[config.mk]
export PLATFORM = sky130hd
export DESIGN_NAME = fp_add_normalizer_flat
export DESIGN_NICKNAME = d
export VERILOG_FILES = /design/src/rtl/fp_add_normalizer_if.sv /design/src/rtl/fp_add_normalizer.sv /design/src/flat_wrapper.sv
export SDC_FILE = /design/constraint.sdc
export NUM_CORES = 1
export LEC_CHECK = 0
export BUFFER_PORTS_ARGS = -buffer_cell sky130_fd_sc_hd__buf_2
export CAP_MARGIN = 30
export CORE_UTILIZATION = 25
export CTS_BUF_LIST = sky130_fd_sc_hd__clkbuf_4
export DETAILED_ROUTE_END_ITERATION = 16
export GPL_TIMING_DRIVEN = 0
export HOLD_SLACK_MARGIN = 0.15
export PLACE_DENSITY = 0.45
export SLEW_MARGIN = 20
export SYNTH_ARGS = -nofsm -noshare
export SYNTH_HDL_FRONTEND = slang
export SYNTH_SLANG_ARGS = --single-unit
[constraint.sdc]
create_clock -name clk -period 4.8 [get_ports clk]
set_input_delay 0.72 -clock clk [delete_from_list [all_inputs] [get_ports clk]]
set_output_delay 0.72 -clock clk [all_outputs]
set_load 0.03 [all_outputs]
[src/rtl/fp_add_normalizer_if.sv]
// Handshake and data bundle between the adder/LOD stage, the post-add
// normalizer and the result packer. The slave modport is the normalizer side.
interface fp_add_normalizer_if #(
   parameter int MANT_BITS = 24,
   parameter int EXP_BITS  = 8,
   parameter int LZC_BITS  = 5
);
   logic                 in_valid;
   logic                 in_ready;
   logic                 in_sign;
   logic [EXP_BITS-1:0]  in_exp;
   logic                 in_carry;
   logic [MANT_BITS-1:0] in_mant;
   logic [LZC_BITS-1:0]  in_lzc;
   logic                 out_valid;
   logic                 out_ready;
   logic                 out_sign;
   logic [EXP_BITS-1:0]  out_exp;
   logic [MANT_BITS-2:0] out_frac;
   logic                 out_zero;
   logic                 out_overflow;
   logic                 out_underflow;

   modport master (
      output in_valid, in_sign, in_exp, in_carry, in_mant, in_lzc, out_ready,
      input  in_ready, out_valid, out_sign, out_exp, out_frac,
             out_zero, out_overflow, out_underflow
   );

   modport slave (
      input  in_valid, in_sign, in_exp, in_carry, in_mant, in_lzc, out_ready,
      output in_ready, out_valid, out_sign, out_exp, out_frac,
             out_zero, out_overflow, out_underflow
   );
endinterface

[src/rtl/fp_add_normalizer.sv]
// Post-add normalization: stage 1 classifies the sum and computes the shift
// amount and adjusted exponent; stage 2 shifts, saturates and registers the
// packed-ready sign/exponent/fraction with status flags. No rounding here.
module fp_add_normalizer #(
   parameter int MANT_BITS = 24,
   parameter int EXP_BITS  = 8,
   parameter int LZC_BITS  = 5
) (
   input logic                clk,
   input logic                n_rst,
   fp_add_normalizer_if.slave bus
);
   localparam int XW = EXP_BITS + 2;
   localparam logic [EXP_BITS-1:0]  EXP_MAX   = {EXP_BITS{1'b1}};
   localparam logic signed [XW-1:0] EXP_MAX_X = {2'b00, EXP_MAX};
   localparam logic signed [XW-1:0] EXP_ZERO  = {XW{1'b0}};
   localparam logic [LZC_BITS-1:0]  SH_MAX    = LZC_BITS'(MANT_BITS - 1);

   typedef enum logic [1:0] {
      MODE_NORM    = 2'd0,
      MODE_CARRY   = 2'd1,
      MODE_ZERO    = 2'd2,
      MODE_SPECIAL = 2'd3
   } mode_e;

   // stage 1 registers
   logic                 s1_valid_q, s1_valid_d;
   logic                 s1_sign_q,  s1_sign_d;
   mode_e                s1_mode_q,  s1_mode_d;
   logic signed [XW-1:0] s1_exp_q,   s1_exp_d;
   logic [LZC_BITS-1:0]  s1_sh_q,    s1_sh_d;
   logic [MANT_BITS-1:0] s1_mant_q,  s1_mant_d;
   // stage 2 (output) registers
   logic                 s2_valid_q, s2_valid_d;
   logic                 sign_q,     sign_d;
   logic [EXP_BITS-1:0]  exp_q,      exp_d;
   logic [MANT_BITS-2:0] frac_q,     frac_d;
   logic                 zero_q,     zero_d;
   logic                 ovf_q,      ovf_d;
   logic                 unf_q,      unf_d;

   // combinational intermediates
   logic                 s1_adv;
   mode_e                cls_mode;
   logic [LZC_BITS-1:0]  cls_sh;
   logic signed [XW-1:0] cls_adj;
   logic signed [XW-1:0] cls_exp;
   logic [MANT_BITS-1:0] norm_mant;
   logic [EXP_BITS-1:0]  res_exp;
   logic [MANT_BITS-2:0] res_frac;
   logic                 res_zero, res_ovf, res_unf;

   assign s1_adv       = !s2_valid_q || bus.out_ready;
   assign bus.in_ready = !s1_valid_q || s1_adv;

   // Stage 1 classification: mode, shift amount and adjusted exponent.
   always_comb begin
      cls_mode = MODE_NORM;
      cls_sh   = {LZC_BITS{1'b0}};
      cls_adj  = {XW{1'b0}};
      if (bus.in_exp == EXP_MAX) begin
         cls_mode = MODE_SPECIAL;
      end else if (!bus.in_carry && (bus.in_mant == {MANT_BITS{1'b0}})) begin
         cls_mode = MODE_ZERO;
      end else if (bus.in_carry) begin
         cls_mode = MODE_CARRY;
         cls_adj  = XW'(1);
      end else begin
         cls_mode = MODE_NORM;
         // A lone LSB has a known position; an out-of-range count is clamped.
         if ((bus.in_mant[MANT_BITS-1:1] == {(MANT_BITS-1){1'b0}}) || (bus.in_lzc > SH_MAX)) begin
            cls_sh = SH_MAX;
         end else begin
            cls_sh = bus.in_lzc;
         end
         cls_adj = -$signed({{(XW-LZC_BITS){1'b0}}, cls_sh});
      end
      cls_exp = $signed({2'b00, bus.in_exp}) + cls_adj;
   end

   // Stage 2 datapath: shift the held mantissa and saturate the exponent.
   always_comb begin
      if (s1_mode_q == MODE_CARRY) begin
         norm_mant = {1'b1, s1_mant_q[MANT_BITS-1:1]};
      end else begin
         norm_mant = s1_mant_q << s1_sh_q;
      end
      res_exp  = {EXP_BITS{1'b0}};
      res_frac = {(MANT_BITS-1){1'b0}};
      res_zero = 1'b0;
      res_ovf  = 1'b0;
      res_unf  = 1'b0;
      case (s1_mode_q)
         MODE_SPECIAL: begin
            res_exp  = EXP_MAX;
            res_frac = s1_mant_q[MANT_BITS-2:0];
         end
         MODE_ZERO: begin
            res_zero = 1'b1;
         end
         MODE_CARRY: begin
            if (s1_exp_q >= EXP_MAX_X) begin
               res_exp = EXP_MAX;
               res_ovf = 1'b1;
            end else begin
               res_exp  = s1_exp_q[EXP_BITS-1:0];
               res_frac = norm_mant[MANT_BITS-2:0];
            end
         end
         MODE_NORM: begin
            if (s1_exp_q <= EXP_ZERO) begin
               res_unf = 1'b1;
            end else begin
               res_exp  = s1_exp_q[EXP_BITS-1:0];
               res_frac = norm_mant[MANT_BITS-2:0];
            end
         end
         default: begin
            res_exp = {EXP_BITS{1'b0}};
         end
      endcase
   end

   // Next-state for both stages: load on advance, otherwise hold.
   always_comb begin
      s1_valid_d = s1_valid_q;
      s1_sign_d  = s1_sign_q;
      s1_mode_d  = s1_mode_q;
      s1_exp_d   = s1_exp_q;
      s1_sh_d    = s1_sh_q;
      s1_mant_d  = s1_mant_q;
      s2_valid_d = s2_valid_q;
      sign_d     = sign_q;
      exp_d      = exp_q;
      frac_d     = frac_q;
      zero_d     = zero_q;
      ovf_d      = ovf_q;
      unf_d      = unf_q;
      if (bus.in_ready) begin
         s1_valid_d = bus.in_valid;
         if (bus.in_valid) begin
            s1_sign_d = bus.in_sign;
            s1_mode_d = cls_mode;
            s1_exp_d  = cls_exp;
            s1_sh_d   = cls_sh;
            s1_mant_d = bus.in_mant;
         end else begin
            s1_mant_d = s1_mant_q;
         end
      end else begin
         s1_valid_d = s1_valid_q;
      end
      if (s1_adv) begin
         s2_valid_d = s1_valid_q;
         if (s1_valid_q) begin
            sign_d = s1_sign_q;
            exp_d  = res_exp;
            frac_d = res_frac;
            zero_d = res_zero;
            ovf_d  = res_ovf;
            unf_d  = res_unf;
         end else begin
            sign_d = sign_q;
         end
      end else begin
         s2_valid_d = s2_valid_q;
      end
   end

   // Pipeline registers with synchronous active-low reset.
   always_ff @(posedge clk) begin
      if (!n_rst) begin
         s1_valid_q <= 1'b0;
         s1_sign_q  <= 1'b0;
         s1_mode_q  <= MODE_NORM;
         s1_exp_q   <= {XW{1'b0}};
         s1_sh_q    <= {LZC_BITS{1'b0}};
         s1_mant_q  <= {MANT_BITS{1'b0}};
         s2_valid_q <= 1'b0;
         sign_q     <= 1'b0;
         exp_q      <= {EXP_BITS{1'b0}};
         frac_q     <= {(MANT_BITS-1){1'b0}};
         zero_q     <= 1'b0;
         ovf_q      <= 1'b0;
         unf_q      <= 1'b0;
      end else begin
         s1_valid_q <= s1_valid_d;
         s1_sign_q  <= s1_sign_d;
         s1_mode_q  <= s1_mode_d;
         s1_exp_q   <= s1_exp_d;
         s1_sh_q    <= s1_sh_d;
         s1_mant_q  <= s1_mant_d;
         s2_valid_q <= s2_valid_d;
         sign_q     <= sign_d;
         exp_q      <= exp_d;
         frac_q     <= frac_d;
         zero_q     <= zero_d;
         ovf_q      <= ovf_d;
         unf_q      <= unf_d;
      end
   end

   assign bus.out_valid     = s2_valid_q;
   assign bus.out_sign      = sign_q;
   assign bus.out_exp       = exp_q;
   assign bus.out_frac      = frac_q;
   assign bus.out_zero      = zero_q;
   assign bus.out_overflow  = ovf_q;
   assign bus.out_underflow = unf_q;
endmodule

[src/flat_wrapper.sv]
// flat-port wrapper written by rule: the top's interface ports become plain ports
module fp_add_normalizer_flat 
#(
   parameter int MANT_BITS = 24,
   parameter int EXP_BITS  = 8,
   parameter int LZC_BITS  = 5
)
  (clk, n_rst, bus_in_valid, bus_in_sign, bus_in_exp, bus_in_carry, bus_in_mant, bus_in_lzc, bus_out_ready, bus_in_ready, bus_out_valid, bus_out_sign, bus_out_exp, bus_out_frac, bus_out_zero, bus_out_overflow, bus_out_underflow);
  fp_add_normalizer_if #(.MANT_BITS(MANT_BITS), .EXP_BITS(EXP_BITS), .LZC_BITS(LZC_BITS)) bus_i ();
  input logic clk;
  input logic n_rst;
  input wire logic [$bits(bus_i.in_valid)-1:0] bus_in_valid;
  input wire logic [$bits(bus_i.in_sign)-1:0] bus_in_sign;
  input wire logic [$bits(bus_i.in_exp)-1:0] bus_in_exp;
  input wire logic [$bits(bus_i.in_carry)-1:0] bus_in_carry;
  input wire logic [$bits(bus_i.in_mant)-1:0] bus_in_mant;
  input wire logic [$bits(bus_i.in_lzc)-1:0] bus_in_lzc;
  input wire logic [$bits(bus_i.out_ready)-1:0] bus_out_ready;
  output wire logic [$bits(bus_i.in_ready)-1:0] bus_in_ready;
  output wire logic [$bits(bus_i.out_valid)-1:0] bus_out_valid;
  output wire logic [$bits(bus_i.out_sign)-1:0] bus_out_sign;
  output wire logic [$bits(bus_i.out_exp)-1:0] bus_out_exp;
  output wire logic [$bits(bus_i.out_frac)-1:0] bus_out_frac;
  output wire logic [$bits(bus_i.out_zero)-1:0] bus_out_zero;
  output wire logic [$bits(bus_i.out_overflow)-1:0] bus_out_overflow;
  output wire logic [$bits(bus_i.out_underflow)-1:0] bus_out_underflow;
  assign bus_i.in_valid = bus_in_valid;
  assign bus_i.in_sign = bus_in_sign;
  assign bus_i.in_exp = bus_in_exp;
  assign bus_i.in_carry = bus_in_carry;
  assign bus_i.in_mant = bus_in_mant;
  assign bus_i.in_lzc = bus_in_lzc;
  assign bus_i.out_ready = bus_out_ready;
  assign bus_in_ready = bus_i.in_ready;
  assign bus_out_valid = bus_i.out_valid;
  assign bus_out_sign = bus_i.out_sign;
  assign bus_out_exp = bus_i.out_exp;
  assign bus_out_frac = bus_i.out_frac;
  assign bus_out_zero = bus_i.out_zero;
  assign bus_out_overflow = bus_i.out_overflow;
  assign bus_out_underflow = bus_i.out_underflow;
  fp_add_normalizer #(.MANT_BITS(MANT_BITS), .EXP_BITS(EXP_BITS), .LZC_BITS(LZC_BITS)) u_core (.clk(clk), .n_rst(n_rst), .bus(bus_i));
endmodule
After elaboration in Yosys (flattened, before gate mapping)
Cells that the tools add are included.
{"block": "totals", "ff_bits": 79, "inputBits": 43, "word_cells": 60}
{"block": "op_classes", "addsub": 2, "magnitude_cmp": 3, "n_eq_ne": 4, "shift": 1, "mux": 25, "reduce_logical": 12}
{"op": "$mux 23", "n": 3}
{"op": "$pmux 23 s3", "n": 1}
{"op": "$mux 5", "n": 7}
{"op": "$mux 10", "n": 3}
{"op": "$logic_not 24->1", "n": 1}
{"op": "$pmux 8 s3", "n": 1}
{"op": "$shl 24x5->23", "n": 1}
{"op": "$logic_not 23->1", "n": 1}
{"op": "$mux 8", "n": 2}
{"op": "$add 9x10->10", "n": 1}
{"op": "$ge 10x9->1 const B", "n": 1}
{"op": "$le 10x1->1 const B", "n": 1}
{"op": "$neg 5->10", "n": 1}
{"op": "$eq 8x8->1 const B", "n": 1}
{"op": "$mux 1", "n": 6}
{"op": "$gt 5x5->1 const B", "n": 1}
{"op": "$eq 2x2->1 const B", "n": 2}
{"op": "$mux 2", "n": 2}
{"op": "$reduce_and 2->1", "n": 2}
{"op": "$logic_not 1->1", "n": 3}
{"op": "$logic_or 1x1->1", "n": 3}
{"op": "$eq 2x1->1 const B", "n": 1}
{"op": "$logic_not 2->1", "n": 1}
{"op": "$logic_and 1x1->1", "n": 1}

Longest topological paths before layout
Gate-level depths: netlist (run 1).
{"block": "logic_depth", "depth_word": 11, "depth_mapped": 14, "ltp_nobuf": 14}

Worst setup path after synthesis (run 1)
No wires, ideal clock.
{"block": "synth_path", "path_type": "in2reg", "from": "input bus_in_mant[8]", "to": "register u_core.s1_exp_q[8]", "setup_time_ns": 0.122, "arrival_time_ns": 3.395, "required_ns": 4.678, "setup_slack_ns": 1.282, "stages": 14, "cell_sequence": "nor4_1 nand4_1 o21ai_1 nor2_1 ha_1 nor4b_1 ha_1 and2_1 ha_1 o21ai_0 a21oi_1 o41ai_1 xor2_1 o21ai_0"}
{"block": "synth_via", "elab_chain_len": 11, "word_cells_on_any_way": 13, "classes_between": "add/sub: 2; mux: 7; reduce/logical: 4"}
{"item": "from (decl)", "line": "flat_wrapper.sv:16", "text": "input wire logic [$bits(bus_i.in_mant)-1:0] bus_in_mant;"}
{"item": "$logic_not 23->1", "line": "fp_add_normalizer.sv:71", "text": "if ((bus.in_mant[MANT_BITS-1:1] == {(MANT_BITS-1){1'b0}}) || (bus.in_lzc > SH_MAX)) begin"}
{"item": "$logic_or 1x1->1", "line": "fp_add_normalizer.sv:71"}
{"item": "$mux 5", "line": "fp_add_normalizer.sv:71"}
{"item": "$mux 5", "line": "fp_add_normalizer.sv:65", "text": "end else if (bus.in_carry) begin"}
{"item": "$mux 5", "line": "fp_add_normalizer.sv:63", "text": "end else if (!bus.in_carry && (bus.in_mant == {MANT_BITS{1'b0}})) begin"}
{"item": "$mux 5", "line": "fp_add_normalizer.sv:61", "text": "if (bus.in_exp == EXP_MAX) begin"}
{"item": "$neg 5->10", "line": "fp_add_normalizer.sv:76", "text": "cls_adj = -$signed({{(XW-LZC_BITS){1'b0}}, cls_sh});"}
{"item": "$mux 10", "line": "fp_add_normalizer.sv:65"}
{"item": "$mux 10 *", "line": "fp_add_normalizer.sv:63"}
{"item": "$mux 10 *", "line": "fp_add_normalizer.sv:61"}
{"item": "$add 9x10->10 *", "line": "fp_add_normalizer.sv:78", "text": "cls_exp = $signed({2'b00, bus.in_exp}) + cls_adj;"}
{"item": "to (signal assigned)", "line": "fp_add_normalizer.sv:176", "text": "s1_exp_q <= {XW{1'b0}};"}
{"item": "to (signal assigned)", "line": "fp_add_normalizer.sv:190", "text": "s1_exp_q <= s1_exp_d;"}
{"item": "to (decl)", "line": "fp_add_normalizer.sv:30", "text": "logic signed [XW-1:0] s1_exp_q, s1_exp_d;"}
Every way passes the cells marked *; elsewhere a longest branch is shown, timed or not. The select of a mux whose other input is x is not followed.
A chain may end at the register's enable or synchronous reset.

Worst setup path after layout (run 1)
{"block": "layout_path", "from": "input bus_in_mant[14]", "to": "register u_core.s1_exp_q[8]"}
Same word-level chain as after synthesis.

==> impl_metrics.py, run 1 <==
metrics = {
    "run_status": {
        "status": "completed",
    },
    "setup_path": {
        "path_buf_inv": 1,
        "max_stage_delay_ns": 0.39,
        "worstSetupPathType": "input pin to flip-flop",
        "end_kind": "flip-flop",
        "cp_slowest_cell": "o21ai_1",
        "worstPathCellList": "buf_2, nor4_1, nand4_1, o21ai_1, nor2_1, ha_1, nor4b_1, ha_1, and2_1, ha_1, o21ai_0, a21oi_1, o41ai_1, xor2_1, o21ai_0",
        "cp_max_fo": 6,
        "cp.arrival_ns": 4.03,
        "cp-start-kind": "input pin",
        "cp_data_required_time_ns": 5.18,
        "crit_family": "compound AO/OA/AOI/OAI gates",
        "cp_common_cell": "ha_1",
    },
    "synthesis": {
        "synthCells": 627,
        "synth_area_mm2": 0.005057,
        "synth-edff-count": 0,
        "synth-main-ff-cell": "dfxtp_1",
        "async_reset_ff_share_pct": 0,
        "syn_nets": 681,
        "synth_top_area_share_pct": 31.27,
        "synth_seq_cells": 79,
        "synth_area_leader_cell": "dfxtp_1",
        "synth.yosys.seq_area_share_pct": 31.27,
        "synthTopCellsByArea": "dfxtp_1, mux4_2, nand2_1, a21oi_1, mux2i_1",
        "synthDistinctLibCells": 57,
        "syn_avg_cell_area_um2": 8.066,
        "yosysWarningCount": 0,
    },
    "floorplanning": {
        "dieArea_mm2": 0.02080,
        "die_height_um": 144.2,
        "fp.coreArea_mm2": 0.01965,
        "std_cell_rows": 51,
        "ios": 80,
        "die_w_um": 144.2,
        "start_util_pct": 25.73,
    },
    "grt": {
        "overflow": 0,
        "grt_pass1_vias": 4708,
        "track_usage_pct": 18.51,
        "grt_max_degree": 14,
        "grt_pass1_wl_um": 28580,
        "antenna_found_initial": 1,
    },
    "timing": {
        "setup_tns_ns": 0,
        "fmaxAchievable_mhz": 274.0,
        "relSlewSlack_pct": 46.73,
        "holdWs_ns": 0.4594,
        "worst_slew_pin_slew_ns": 0.7918,
        "rsz0062_at_grt": "no",
        "drv_slew": 0,
        "post-route-period-util_pct": 76.04,
        "hold_viol_final": 0,
        "setup_viol": 0,
        "worst_slack_ns": 1.150,
        "finClkSkew_ns": 0.02790,
        "min_period_ns": 3.650,
    },
    "layout": {
        "fillers": 2215,
        "num-nets-final": 770,
        "final_common_cell": "nand2_1",
        "mostFrequentLayoutCells": "nand2_1, buf_2, a21oi_1, dfxtp_1, nor2_1",
        "final_util_pct": 30.12,
        "final_layout_size_suffix_gt1_share_pct": 18.72,
        "area_growth_pct": 17.07,
    },
    "place": {
        "place_ws_ns": 0.5989,
        "port-buffer-count": 78,
        "gp_congestion": 0.9331,
        "dp_hpwl_um": 14680,
    },
    "drt": {
        "ant_nets": 0,
        "first_pass_iters": 5,
        "vias_per_cell": 5.148,
        "post-route-drc-count": 0,
        "vias": 5097,
        "drt_iter0_drc": 374,
        "wl_per_cell_um": 18.77,
        "wl_um": 18590,
    },
    "clock_network": {
        "cts_buffers": 9,
        "post_cts_buffers": 0,
        "clock-sinks": 79,
        "cts_root_buffer": "clkbuf_4",
        "htree_levels": 3,
        "clkTransAtPathRegs_ns": 0.12,
        "post_cts_resized": 0,
        "clock_latency_ns": 0.49,
        "ctsHoldBuffers": 0,
        "clk_path_buf_depth": 2,
        "cts_tree": "built",
    },
    "power_and_ir_drop": {
        "power_density_mw_per_mm2": 260.3,
        "ir_drop_uv": 77.70,
        "power.total_mw": 1.541,
        "power.leakage_nw": 2.208,
    },
    "min_path": {
        "hold_class": "flip-flop to flip-flop",
    },
    "job": {
        "cap_violations": 0,
    },
}
power by group:
part           total [mW]  switching, mW  internal, mW
Clock               0.402          0.248         0.154
Sequential          0.738         0.0474         0.691
Combinational       0.401          0.251         0.150
Total                1.54          0.547         0.994
state kept, by name (all words and copies together) (netlist names):
name	cells
u_core.s1_exp_q	10
u_core.s1_sign_q	1
u_core.bus.out_overflow	1
u_core.bus.out_frac	23
u_core.s1_mant_q	24
u_core.bus.out_zero	1
u_core.s1_valid_q	1
u_core.s1_mode_q	2
u_core.bus.out_exp	8
u_core.bus.out_valid	1
u_core.s1_sh_q	5
u_core.bus.out_underflow	1
u_core.bus.out_sign	1
cell usage after synthesis (2+ instances only):
library cell  count
inv_2             2
mux2i_1          19
a211o_1           5
a211oi_1         14
and3_1            2
nor2_1           43
buf_4             2
a222oi_1          4
a21o_1            4
nand2_1         110
xnor2_1           5
a221oi_1          2
inv_1            12
o31a_1            3
mux2_2            5
mux4_1            2
nor3_1           13
a31oi_1           2
buf_1             2
a21oi_1          79
o31ai_1           7
nand4_1           6
buf_2             8
a2111oi_0         2
clkbuf_1         34
or3_1             3
nor4b_1           2
nand3_1           8
o22ai_1           7
nor4_1           11
a22oi_1          14
and2_1            7
o211ai_1          2
nor2b_1          10
o21bai_1          2
nand2b_1          4
mux4_2           22
nand3b_1          3
dfxtp_1          79
o21ai_0          36
ha_1             10
o21a_1            5
logic make-up after synthesis:
| family | after synthesis | share of synthesized area, % |
|---|---|---|
| fa+ha+maj | 11 | 2.870 |
| simple gates | 225 | 20.06 |
| buf+inv | 61 | 5.022 |
| mux | 48 | 15.71 |
| flops | 79 | 31.27 |
| compound gates | 197 | 24.02 |
| xor+xnor | 6 | 1.039 |
metrics by stage:
step	instances	cell area (um^2)
2_1_floorplan	627	5057
3_3_place_gp	970	5779
3_5_place_dp	970	5779
4_1_cts	986	5911
5_1_grt	990	5921
6_report	990	5921
routing by layer:
metal	global-route usage [%]	part of all wire, %	up-vias
met2	27.10	42	217
met5	0	0	-
met4	5.706	1.9	0
met3	3.179	6.7	25
met1	27.28	49	2369
li1	-	-	2486
worst paths after layout:
path | depth (start not counted) | from | slack, ns | to
worst max register to register | 8 | u_core.s1_sh_q[1] | 2.34 | u_core.bus.out_frac[21]
worst min register to register | 1 | u_core.bus.out_frac[5] | 0.46 | u_core.bus.out_frac[5]
worst max-delay path | 15 | bus_in_mant[14] | 1.15 | u_core.s1_exp_q[8]
worst min-delay path | 1 | u_core.bus.out_frac[5] | 0.46 | u_core.bus.out_frac[5]
cell type report:
class | count | area (um^2) | area share [%]
clock inverters | 7 | 63.81 | 1.078
repair buffers | 78 | 390.4 | 6.593
diodes | 4 | 10.01 | 0.1691
plain buffers | 47 | 201.4 | 3.402
inverters | 14 | 52.55 | 0.8876
clock buffers | 9 | 67.56 | 1.141
multi-input cells | 487 | 3222 | 54.42
flip-flops and latches | 79 | 1582 | 26.71
well taps | 265 | 331.6 | 5.600
No activity file was read; power rests on OpenSTA's default activity.
==> inputs of run 2 (changes only) <==
PLACE_DENSITY = 0.46   (was 0.45)
clock period = 3.2 ns   (was 4.8 ns; I/O delays follow)
==> run 2 against run 1 <==
Die area did not move. Worst setup slack got worse by 0.99 ns. Critical path depth did not move. Sequential share of layout area fell by 0.45 points. Non-clock buffer count rose by 3. Core utilization rose by 0.52 points. Global-route usage rose by 0.17 points. Total power rose by 52%. Critical path type unchanged. Largest power group unchanged.
==> impl_metrics.py, run 2 (same netlist as run 1, synthesis figures left out) <==
metrics = {
    "setup_path": {
        "reg2reg_from": "u_core.s1_sh_q[1]",
        "worst-path-stages": 15,
        "end_kind": "flip-flop",
        "cp_data_required_time_ns": 3.58,
        "cp_slowest_cell": "ha_1",
        "worstPathCellList": "buf_2, nor4_4, nand4_1, o21ai_2, nor2_1, ha_1, nor4b_2, ha_1, and2_1, ha_1, o21ai_2, a21oi_2, o41ai_2, xor2_1, o21ai_0",
        "critPathCapture": "u_core.s1_exp_q[8]",
        "crit_start": "bus_in_mant[2]",
        "cp.arrival_ns": 3.41,
        "cp-start-kind": "input pin",
        "worstSetupPathType": "input pin to flip-flop",
        "cp_common_cell": "ha_1",
        "crit_family": "simple AND/OR/NAND/NOR gates",
        "reg2reg_slack_ns": 0.74,
        "reg2regPathDepth": 8,
        "path_buf_inv": 1,
        "cp_max_fo": 5,
        "r2r-end": "u_core.bus.out_frac[21]",
        "max_stage_delay_ns": 0.33,
    },
    "floorplanning": {
        "std_cell_rows": 51,
        "start_util_pct": 25.73,
        "ios": 80,
        "fp.coreArea_mm2": 0.01965,
        "die_w_um": 144.2,
        "dieArea_mm2": 0.02080,
        "die_height_um": 144.2,
    },
    "run_status": {
        "status": "completed",
    },
    "job": {
        "cap_violations": 0,
    },
    "power_and_ir_drop": {
        "ir_drop_uv": 116.1,
        "power_density_mw_per_mm2": 388.1,
        "power.leakage_nw": 2.230,
    },
    "timing": {
        "post-route-period-util_pct": 94.86,
        "worst_slew_pin_slew_ns": 0.8243,
        "setup_tns_ns": 0,
        "fmaxAchievable_mhz": 329.4,
        "drv_slew": 0,
        "setup_viol": 0,
        "finClkSkew_ns": 0.03084,
        "relSlewSlack_pct": 44.54,
        "rsz0062_at_grt": "no",
        "min_period_ns": 3.035,
        "hold_viol_final": 0,
    },
    "place": {
        "gp_congestion": 0.9325,
        "placed_area_mm2": 0.005791,
        "dp_hpwl_um": 14840,
        "port-buffer-count": 78,
    },
    "layout": {
        "area_growth_pct": 19.07,
        "largest_register_ffs": 24,
        "regArea_mm2": 0.001582,
        "final_layout_size_suffix_gt1_share_pct": 20.89,
        "regMostFlops": "u_core.s1_mant_q",
        "fillers": 2194,
        "fin_area_mm2": 0.006022,
        "num-nets-final": 773,
        "multi_input_area_mm2": 0.003307,
        "mostFrequentLayoutCells": "nand2_1, buf_2, dfxtp_1",
        "final_common_cell": "nand2_1",
    },
    "clock_network": {
        "cts_tree": "built",
        "cts_root_buffer": "clkbuf_4",
        "ctsHoldBuffers": 0,
        "cts_buffers": 9,
        "clk_path_buf_depth": 2,
        "clkTransAtPathRegs_ns": 0.13,
        "clock_latency_ns": 0.49,
        "clock-sinks": 79,
        "htree_levels": 3,
    },
    "drt": {
        "vias_per_cell": 5.304,
        "wl_per_cell_um": 19.13,
        "post-route-drc-count": 0,
        "vias": 5246,
        "first_pass_iters": 7,
        "ant_nets": 0,
        "drt_iter0_drc": 438,
        "wl_um": 18920,
    },
    "grt": {
        "grt_pass1_wl_um": 28950,
        "antenna_found_initial": 0,
        "grt_max_degree": 14,
        "grt_pass1_vias": 4865,
        "overflow": 0,
        "track_usage_pct": 18.69,
    },
    "min_path": {
        "min_from": "bus_in_sign",
        "hold_class": "input pin to flip-flop",
    },
}
[run 2: changes by cell type in the layout (fill, tap and decap cells not counted), moves of 2 or more]
| cell | delta |
|---|---|
| nor4_2 | +2 |
| buf_4 | +3 |
| a21oi_2 | +2 |
| nor4_4 | +2 |
| o21ai_2 | +2 |
| a21oi_1 | -2 |
| diode_2 | -3 |
| nor4_1 | -4 |
| o21ai_0 | -2 |
[run 2: stage by stage]
| step | utilization [%] | power, mW | cells | worst slack, ns | hold slack (ns) |
|---|---|---|---|---|---|
| floorplan | - | 1.512 | 627 | 0.05922 | 0.4322 |
| global placement | 29.46 | 1.731 | 970 | -0.6524 | 0.4312 |
| detailed placement | 29.46 | 1.728 | 970 | -0.6158 | 0.4399 |
| CTS | 30.16 | 2.340 | 986 | 0.06761 | 0.2060 |
| global route | 30.63 | 2.470 | 988 | 0.005976 | 0.2107 |
| finish | 30.64 | 2.337 | 989 | 0.1646 | 0.2382 |
[run 2: report_power, final]
part | internal, mW | switching (mW) | leakage (nW)
combinational | 0.231 | 0.387 | 1.52
clock | 0.231 | 0.379 | 0.0654
sequential | 1.04 | 0.0723 | 0.647
[run 2: timing repair]
item	CTS	global route
pin swaps	1	4
setup buffers	1	2
resized for setup	0	16
endpoints found under the setup margin	3	6
[run 2: tightest hold or removal path, delay by kind of cell]
family | cells | cell delay [ns]
AO/OA/AOI/OAI | 1 | 0.05
buffers and inverters | 1 | 0.11
AND/OR/NAND/NOR | 1 | 0.05
[run 2: cell type report]
type,instances,area share [%]
multi-input combinational,487,54.91
sequential,79,26.26
timing repair buffer,81,6.856
tap,265,5.506
buffer,47,3.387
clock buffer,9,1.122
clock inverter,6,1.039
inverter,14,0.8726
antenna,1,0.04155
[run 2: worst min path at each step]
stage                                         to  slack [ns]  cells past startpoint
after global routing        u_core.s1_mant_q[23]        0.21                      3
after floorplan              u_core.bus.out_sign        0.43                      2
after CTS                   u_core.s1_mant_q[14]        0.21                      3
after global placement    u_core.bus.out_frac[3]        0.43                      2
final                           u_core.s1_sign_q        0.24                      3
after detailed placement  u_core.bus.out_frac[5]        0.44                      1
[run 2: metal layers]
layer  up-vias  global-route usage, %  share of wire (%)
li1       2501                      -                  -
met1      2534                  27.37                 49
met2       186                  27.87                 44
met3        25                  2.550                5.9
met4         0                  6.150                1.9
met5         -                      0                  0
==> inputs of run 3 (changes only) <==
CTS_BUF_LIST = unset   (was sky130_fd_sc_hd__clkbuf_4)
==> run 3 against run 2 <==
Via count down 1.2%. Non-clock buffer count grew 2. Clock power increased by 74%. Worst hold slack gained 0.14 ns. Core utilization up 0.99 points. Clock skew is 0.019 ns lower.
==> impl_metrics.py, run 3 (same netlist as run 1, synthesis figures left out) <==
metrics = {
    "layout": {
        "final_common_cell": "nand2_1",
        "final_util_pct": 31.63,
        "num-nets-final": 775,
        "mostFrequentLayoutCells": "nand2_1, buf_2, dfxtp_1",
        "final_layout_size_suffix_gt1_share_pct": 21.79,
        "regMostFlops": "u_core.s1_mant_q",
        "fillers": 2166,
        "diodes": 0,
        "largest_register_ffs": 24,
        "area_growth_pct": 22.93,
    },
    "setup_path": {
        "crit_family": "simple AND/OR/NAND/NOR gates",
        "cp_max_fo": 4,
        "cp.arrival_ns": 3.23,
        "worstPathCellList": "buf_2, nor4_1, nand2_1, o21ai_2, nor2_2, ha_2, nor4b_2, ha_1, and2_1, ha_4, o21ai_2, a21oi_2, o41ai_2, xor2_1, o21ai_0",
        "reg2regPathDepth": 8,
        "cp-start-kind": "input pin",
        "max_stage_delay_ns": 0.37,
        "path_buf_inv": 1,
        "reg2reg_from": "u_core.s1_sh_q[1]",
        "end_kind": "flip-flop",
        "cp_common_cell": "o21ai_2",
        "r2r-end": "u_core.bus.out_frac[21]",
        "cp_data_required_time_ns": 3.44,
        "worstSetupPathType": "input pin to flip-flop",
        "cp_slowest_cell": "nor4_1",
        "reg2reg_slack_ns": 0.72,
    },
    "floorplanning": {
        "std_cell_rows": 51,
        "ios": 80,
        "die_height_um": 144.2,
        "dieArea_mm2": 0.02080,
        "die_w_um": 144.2,
        "start_util_pct": 25.73,
        "fp.coreArea_mm2": 0.01965,
    },
    "drt": {
        "vias_per_cell": 5.233,
        "wl_per_cell_um": 19.08,
        "drt_iter0_drc": 338,
        "first_pass_iters": 5,
        "post-route-drc-count": 0,
        "ant_nets": 0,
        "vias": 5181,
        "wl_um": 18890,
    },
    "place": {
        "gp_congestion": 0.9325,
        "port-buffer-count": 78,
        "dp_hpwl_um": 14840,
    },
    "timing": {
        "drv_slew": 0,
        "min_period_ns": 2.988,
        "rsz0062_at_grt": "yes",
        "relSlewSlack_pct": 46.80,
        "fmaxAchievable_mhz": 334.7,
        "setup_viol": 0,
        "hold_viol_final": 0,
        "holdWs_ns": 0.3783,
        "finClkSkew_ns": 0.01143,
        "worst_slew_pin_slew_ns": 0.7907,
        "post-route-period-util_pct": 93.36,
    },
    "clock_network": {
        "clock_latency_ns": 0.35,
        "clk_path_buf_depth": 2,
        "ctsHoldBuffers": 0,
        "clock-sinks": 79,
        "cts_buffers": 9,
        "htree_levels": 3,
        "cts_root_buffer": "clkbuf_16",
        "clkTransAtPathRegs_ns": 0.06,
        "cts_tree": "built",
    },
    "grt": {
        "track_usage_pct": 18.73,
        "grt_pass1_wl_um": 28970,
        "grt_pass1_vias": 4889,
        "antenna_found_initial": 0,
        "grt_max_degree": 14,
        "overflow": 0,
    },
    "min_path": {
        "hold_class": "input pin to flip-flop",
        "hold_end": "u_core.s1_sign_q",
        "min_from": "bus_in_sign",
        "holdPathStages": 3,
    },
    "power_and_ir_drop": {
        "ir_drop_uv": 233.2,
        "power.leakage_nw": 2.314,
        "power_density_mw_per_mm2": 448.6,
    },
    "run_status": {
        "status": "completed",
    },
    "job": {
        "cap_violations": 0,
    },
}
## run 3: cell types whose count changed in the layout (fill, tap and decap cells not counted), moves of 2 or more
cell and delta:
nor4_1 +2, ha_1 -2, nor2_1 -2, buf_4 +3, clkbuf_16 +9, clkbuf_4 -10
nor4_2 -2, nor2_2 +2
## run 3: layer usage
metal	GRT usage, %	share of wire (%)	vias up
met4	5.374	1.7	0
met2	27.89	43	155
met3	3.510	5.4	25
met5	0	0	-
li1	-	-	2503
met1	27.17	50	2498
## run 3: timing repair
item / 4_1_cts / 5_1_grt
buffers inserted: 4 / 1
gates resized for setup: 3 / 18
pin swaps: 3 / 8
setup endpoints to repair: 6 / 6
endpoints found under the hold margin: 0 / 0
## run 3: worst max-delay path by stage
stage	from	endpoint	slack, ns	depth (start not counted)
after global routing	bus_in_mant[13]	u_core.s1_exp_q[8]	-0.004	15
final	bus_in_mant[19]	u_core.s1_exp_q[8]	0.21	15
after CTS	bus_in_mant[14]	u_core.s1_exp_q[8]	0.005	15
after floorplan	bus_in_mant[2]	u_core.s1_exp_q[8]	0.06	14
after global placement	bus_in_mant[2]	u_core.s1_exp_q[8]	-0.65	15
after detailed placement	bus_in_mant[14]	u_core.s1_exp_q[8]	-0.62	15
## run 3: metrics by stage
stage          std cells  setup slack [ns]  area [um^2]  setup TNS (ns)  total power [mW]
3_5_place_dp         970           -0.6158         5791          -3.262             1.728
3_3_place_gp         970           -0.6524         5791          -3.510             1.731
6_report             990            0.2125         6217               0             2.789
2_1_floorplan        627           0.05922         5069               0             1.512
4_1_cts              989          0.004660         6137               0             2.785
5_1_grt              990         -0.003730         6217       -0.005734             2.921
## run 3: layout make-up
cell class	instances	area, um^2	share of cell area [%]
multi-input combinational	487	3322	53.43
sequential	79	1582	25.44
timing repair buffer	83	427.9	6.883
tap	265	331.6	5.333
clock buffer	10	239.0	3.844
buffer	47	203.9	3.280
clock inverter	5	58.81	0.9459
inverter	14	52.55	0.8452
## run 3: tightest hold or removal path, stage by stage
cell     delay (ns)
buf_2          0.11
nand2_1        0.05
a21oi_1        0.05
## run 3: where the power goes
group / internal (mW) / switching [mW]
Combinational: 0.237 / 0.389
Sequential: 1.04 / 0.0718
Clock: 0.621 / 0.434
Total: 1.89 / 0.894
